File: config.mk
export PLATFORM = sky130hd
export DESIGN_NAME = reg_file_mp
export DESIGN_NICKNAME = d
export VERILOG_FILES = /design/src/rtl/reg_file_pkg.sv /design/src/rtl/rf_read_port.sv /design/src/rtl/reg_file_mp.sv
export SDC_FILE = /design/constraint.sdc
export NUM_CORES = 2
export LEC_CHECK = 0
export BUFFER_PORTS_ARGS = -buffer_cell sky130_fd_sc_hd__buf_2
export CELL_PAD_IN_SITES_DETAIL_PLACEMENT = 0
export CELL_PAD_IN_SITES_GLOBAL_PLACEMENT = 2
export CORE_MARGIN = 3
export CORE_UTILIZATION = 40
export CTS_CLUSTER_SIZE = 20
export DETAILED_ROUTE_END_ITERATION = 10
export PLACE_DENSITY_LB_ADDON = 0.1
export SYNTH_ARGS = -nofsm -noshare
export SYNTH_HDL_FRONTEND = slang
export SYNTH_SLANG_ARGS = --single-unit
File: constraint.sdc
create_clock -name clk -period 7.94 [get_ports clk]
set_clock_uncertainty 0.05 [all_clocks]
set_input_delay 1.191 -clock clk [delete_from_list [all_inputs] [get_ports clk]]
set_output_delay 1.191 -clock clk [all_outputs]
set_load 0.03 [all_outputs]
File: src/rtl/reg_file_pkg.sv
// reg_file_pkg: shared state type, default sizes and packed-slice helper for reg_file_mp
package reg_file_pkg;
    typedef enum logic {SWEEP, IDLE} state_t;
    localparam int RF_DATA_W = 32;
    localparam int RF_ADDR_W = 6;
    localparam int RF_NUM_RD = 2;
    function automatic int lsb(input int idx, input int w);
        return idx * w;
    endfunction
endpackage

File: src/rtl/rf_read_port.sv
// rf_read_port: one registered read port with write bypass and zero-register mux
module rf_read_port #(
    parameter int DATA_W   = 32,
    parameter int ADDR_W   = 6,
    parameter int BYPASS   = 0,
    parameter int ZERO_REG = 0
) (
    input  logic              clk,
    input  logic              rst_n,
    input  logic              en,
    input  logic [ADDR_W-1:0] addr,
    input  logic              wr_ok,
    input  logic [ADDR_W-1:0] wr_addr,
    input  logic [DATA_W-1:0] wr_data,
    input  logic [DATA_W-1:0] mem_data,
    output logic [DATA_W-1:0] rd_data,
    output logic              rd_valid
);
    logic [DATA_W-1:0] nxt;
    logic              hit;
    always_comb begin
        hit = BYPASS != 0 && wr_ok && wr_addr == addr;
        nxt = (ZERO_REG != 0 && addr == '0) ? '0 : hit ? wr_data : mem_data;
    end
    always_ff @(posedge clk or negedge rst_n)
        if (!rst_n) begin
            rd_data  <= '0;
            rd_valid <= 1'b0;
        end else begin
            rd_valid <= en;
            if (en) rd_data <= nxt;
        end
endmodule

File: src/rtl/reg_file_mp.sv
// reg_file_mp: parametrised multi-read-port register file with clear sweep after reset or on request
module reg_file_mp import reg_file_pkg::*; #(
    parameter int DATA_W   = RF_DATA_W,
    parameter int ADDR_W   = RF_ADDR_W,
    parameter int NUM_RD   = RF_NUM_RD,
    parameter int BYPASS   = 0,
    parameter int ZERO_REG = 0
) (
    input  logic                     clk,
    input  logic                     rst_n,
    input  logic                     clr_req,
    output logic                     busy,
    input  logic                     wr_en,
    input  logic [ADDR_W-1:0]        wr_addr,
    input  logic [DATA_W-1:0]        wr_data,
    input  logic [NUM_RD-1:0]        rd_en,
    input  logic [NUM_RD*ADDR_W-1:0] rd_addr,
    output logic [NUM_RD*DATA_W-1:0] rd_data,
    output logic [NUM_RD-1:0]        rd_valid
);
    localparam int DEPTH = 2 ** ADDR_W;
    state_t            state, state_nxt;
    logic [ADDR_W-1:0] ptr;
    logic [DATA_W-1:0] mem [DEPTH];
    logic              wr_ok;
    always_ff @(posedge clk or negedge rst_n)
        if (!rst_n) begin
            state <= SWEEP;
            ptr   <= '0;
        end else begin
            state <= state_nxt;
            ptr   <= (state == SWEEP) ? ptr + 1'b1 : '0;
        end
    always_comb
        state_nxt = (state == SWEEP) ? ((&ptr) ? IDLE : SWEEP) : (clr_req ? SWEEP : IDLE);
    always_comb begin
        busy  = state == SWEEP;
        wr_ok = !busy && wr_en && !(ZERO_REG != 0 && wr_addr == '0);
    end
    // storage is cleared only by the sweep, never by reset
    always_ff @(posedge clk)
        if (busy) mem[ptr] <= '0;
        else if (wr_ok) mem[wr_addr] <= wr_data;
    for (genvar i = 0; i < NUM_RD; i++) begin : g_rd
        logic [ADDR_W-1:0] a;
        assign a = rd_addr[lsb(i, ADDR_W) +: ADDR_W];
        rf_read_port #(
            .DATA_W(DATA_W), .ADDR_W(ADDR_W), .BYPASS(BYPASS), .ZERO_REG(ZERO_REG)
        ) u_port (
            .clk      (clk),
            .rst_n    (rst_n),
            .en       (rd_en[i] && !busy),
            .addr     (a),
            .wr_ok    (wr_ok),
            .wr_addr  (wr_addr),
            .wr_data  (wr_data),
            .mem_data (mem[a]),
            .rd_data  (rd_data[lsb(i, DATA_W) +: DATA_W]),
            .rd_valid (rd_valid[i])
        );
    end
endmodule
# == Yosys cells after proc, flatten, opt, wreduce, memory -nomap -nowiden ==
# Memories as Yosys holds them, arrays and structs flattened. A register that Yosys moved wholly into a read port is not among the register bits.
# Index checks and enable logic that the tools add are counted.
# word_totals
input_bits,56
elab_cells,25
mem_count,1
ram_bits,2048
ff_bits,9
# op_classes
addsub,1
reduce_logical,7
bitwise,1
mux,11
# memory_table
name,words,width,read_ports,rd_ports_with_merged_regs,wr,line_no,text
mem,64,32,2,2,1,reg_file_mp.sv:24,logic [DATA_W-1:0] mem [DEPTH];
# ops
operator,count
$mux W32,1
$reduce_or A32 Y1,1
$mux W6,2
$mux W1,8
$add A6 B1 Y6 const B,1
$reduce_and A6 Y1,1
$logic_and A1 B1 Y1,3
$logic_not A1 Y1,2
$not A1 Y1,1

# == Longest topological paths before layout ==
# depth
depth_word,6
ltp_mapped,10
ltp_nobuf,6

# == By module ==
# A second synthesis with hierarchy kept.
# hier_totals
hier_cells,4830
area_unflattened_um2,97019.3
# by_module_without_submodules
mod,cells_per_inst,area_per_inst_um2,n_inst,seq_area_each_um2
reg_file_mp,4692,94279.2,1,61674.2
rf_read_port,69,1370.1,2,825.8

# == Worst setup path after synthesis ==
# Ideal clock, no wire load.
# synth_timing
kind,input to register
from,in wr_en
to,"mem mem[49][0], enable pin"
arrival_ns,3.543
cell_stages,6
t_required_ns,7.469
setup_time_ns,0.421
path_slack_ns,3.926
cell_sequence,and2_1 clkbuf_1 mux2i_1 and2_1 nand2_1 nor2_1
# synth_via
elab_chain_cells,6
elab_cells_between_ends,7
# synth_lines
element,line_no,text
from (decl),reg_file_mp.sv:13,"input logic wr_en,"
$logic_and A1 B1 Y1 *,reg_file_mp.sv:38,wr_ok = !busy && wr_en && !(ZERO_REG != 0 && wr_addr == '0);
$mux W1 *,reg_file_mp.sv:43,else if (wr_ok) mem[wr_addr] <= wr_data;
$mux W1 *,reg_file_mp.sv:42,if (busy) mem[ptr] <= '0;
$mux W1 (implied by the code) *,reg_file_mp.sv:43,
$reduce_or A32 Y1 (no source line),n/a,
$mux W6 (no source line) or $mux W1 (tied branches),n/a,
to (decl),reg_file_mp.sv:24,
# Every way passes the cells marked *; elsewhere a longest branch is shown, timed or not.

==> flow_summary.toml <==
[setup_path]
path_common_cell = "buf_4"
rr_endpoint = "mem[32][1]$_DFFE_PP_"
cp.arrival_ps = 5110
end_kind = "flip-flop"
r2r_slack_ps = 3530
cpPeakStageDelay_ps = 820
timing.rr.start = "state$_DFF_PN0_"
cp_top_family = "buffers and inverters"
start_kind = "primary input"
crit_path_max_fanout = 54
crit_path_top_delay_cell = "buf_4"
cp_cell_sequence = "buf_8, buf_4, buf_4, mux4_2, a22oi_1, nand4_1, a221o_1"
required_ps = 8630
worstSetupPathType = "primary input to flip-flop"
path_buf_inv = 3
reg2regPathDepth = 7

[sta]
tightest_slew_ps = 1350
fmax_ghz = 0.226
final-hold-violation-count = 0
rsz0062_at_grt = "no"
report.final.slew_viol_count = 0
relSlewSlack_pct = 10.2
setup_violations = 0
period_share_pct = 55.6
fin_crit_ps = 4420
tns_ps = 0

[global_routing]
grt_overflow = 0
grt_use_total_pct = 27.8
grt_pass1_vias = 57100
grt_first_pass_wirelength_um = 477000
grt_max_degree = 120
antenna_found_initial = 19

[synthesis]
ys_seq_elements = 2121
seq_area_frac_synth_pct = 65.5
yosys_warnings = 0
synth_area_mm2 = 0.0967
synth_nets = 5235
syn_avg_cell_area_um2 = 18.7
ys_types = 44
syn-instance-count = 5178

[floorplanning]
dieHeight_um = 498
die_area_mm2 = 0.248
io_pins = 123
die_x_um = 498
num_rows = 179
core_mm2 = 0.239
initial_utilization_pct = 40.4

[route]
detail_route.vias_per_cell = 6.49
vias = 56200
wire_per_inst_um = 40.3
ant_nets = 0
drt_wl_total_um = 349000
dr.first_iter.drc_count = 6360
drtPass1Iterations = 5
drc_errors = 0

[final_layout]
multi_input_area_mm2 = 0.0320
layout_commonest_cell = "edfxtp_1"
nets = 5350
drive_gt1_share_pct = 28.0
area_growth_pct = 12.6
final_cell_mix = "edfxtp_1 (2048), mux4_2 (767), mux2i_1 (577)"
seq_area_mm2 = 0.0633
n_fill_cell = 20400

[status]
status = "finished clean"

[clock_tree]
cts_max_path_buffers = 3
numClockSinks = 2121
cts_tree = "yes"
clk_latency_ps = 870
cts_setup_buffers = 0
numCtsBuffers = 229
holdBufCountCts = 0
cts_root_buf = "clkbuf_16"
cts_resized = 0
htreeDepth = 4
path_clk_slew_ps = 70

[place]
gp_congestion = 0.827
place.port_buffers = 122
dp_hpwl_um = 193000

[power_and_ir_drop]
ir_drop_mv = 0.212
finalPower_mw = 28.2
leakagePower_nw = 36.4
power_density_mw_per_mm2 = 259

[run]
maxCapViolCount = 0

[hold_path]
hold_path.class = "primary input to asynchronous set/reset pin"
[worst reg2reg max path: stages (launching register included)]
cell and delay (ps):
dfrtp_1 790, buf_4 360, nand2_1 270, or3_1 420
o31ai_1 100, nand2_1 530, nor2_4 910, buf_4 590
[synthesized netlist by cell type (all sizes together)]
library cell  number  area (um2)
mux4             768       17300
a221o             64         641
nor2b             38         238
o31a               1        8.76
a211oi           124         931
and3              33         206
nand2b             4        25.0
nand3b             4        30.0
mux2               2        22.5
clkbuf           192         721
o22ai            129         807
mux2i            577        5780
edfxtp          2048       61500
nand2             93         349
nand4             65         407
nor4               2        12.5
dfrtp             73        1830
xnor2              1        8.76
inv                5        18.8
a21oi             65         325
or2                2        12.5
or3               69         432
a22oi            320        2400
buf              229        1360
and2              35         219
and3b              1        8.76
nor2              75         292
o31ai              2        15.0
or3b               4        35.0
o2bb2ai            2        17.5
o21ai              8        40.0
xor2               2        17.5
nand3            133         666
ha                 1        12.5
a22o               1        8.76
o21a               3        22.5
nor3b              3        22.5
[area by class of cell]
cell class                 instances  share of cell area (%)
inverter                           5                  0.0195
antenna                            9                  0.0207
tap                             3167                    3.64
multi-input combinational       2631                    29.4
sequential                      2121                    58.1
clock inverter                   115                   0.977
timing repair buffer             305                    2.09
clock buffer                     307                    5.77
[routing by layer]
metal,up-vias,wire (um),GRT usage (%)
li1,22400,-,-
met1,30900,143000,37.8
met2,2304,170000,45.9
met3,563,21300,3.88
met4,2,13800,9.91
met5,-,13,0
[state kept, by name, summed over array words and instances (netlist names)]
name / flops
mem: 2048
g_rd.u_port.rd_data: 64
state: 1
g_rd.u_port.rd_valid: 2
ptr: 6
[metrics by stage]
stage | hold slack, ps | setup slack, ps | util (%) | std cells | cell area (um2)
after CTS | 89.3 | 3520 | 45.5 | 8649 | 109000
final | 149 | 3520 | 45.6 | 8660 | 109000
after global placement | 443 | 2660 | 42.5 | 8227 | 102000
after detailed placement | 447 | 2670 | 42.5 | 8227 | 102000
after global routing | 127 | 3280 | 45.5 | 8653 | 109000
after floorplan | 452 | 3930 | - | 5178 | 96700
[where the power goes]
group / switching, mW / internal [mW] / total [mW]
Clock: 4.51 / 6.10 / 10.6
Combinational: 2.70 / 1.25 / 3.95
Sequential: 0.545 / 13.1 / 13.6
[logic make-up (layout without fill, tap and decap cells)]
logic type               after synthesis  after routing  synth area share, %
AO/OA/AOI/OAI                        719            719                 5.39
XOR/XNOR                               3              3               0.0272
adder cells (fa/ha/maj)                1              1               0.0129
buffers and inverters                426            732                 2.17
flip-flops                          2121           2121                 65.5
multiplexers                        1347           1347                 23.9
other                                  0              9                    0
AND/OR/NAND/NOR                      561            561                 3.05
[worst max path at each step]
stage,start,to,slack (ps),cells after the start
after floorplan,wr_en,mem[49][0]$_DFFE_PP_,3930,6
after global placement,rd_addr[8],g_rd[1].u_port.rd_data[16]$_DFFE_PN0P_,2660,7
after detailed placement,rd_addr[8],g_rd[1].u_port.rd_data[16]$_DFFE_PN0P_,2670,7
after CTS,state$_DFF_PN0_,mem[32][1]$_DFFE_PP_,3520,7
after global routing,state$_DFF_PN0_,mem[32][1]$_DFFE_PP_,3280,7
final,rd_addr[8],g_rd[1].u_port.rd_data[16]$_DFFE_PN0P_,3520,7
No activity file was read; power rests on OpenSTA's default activity.
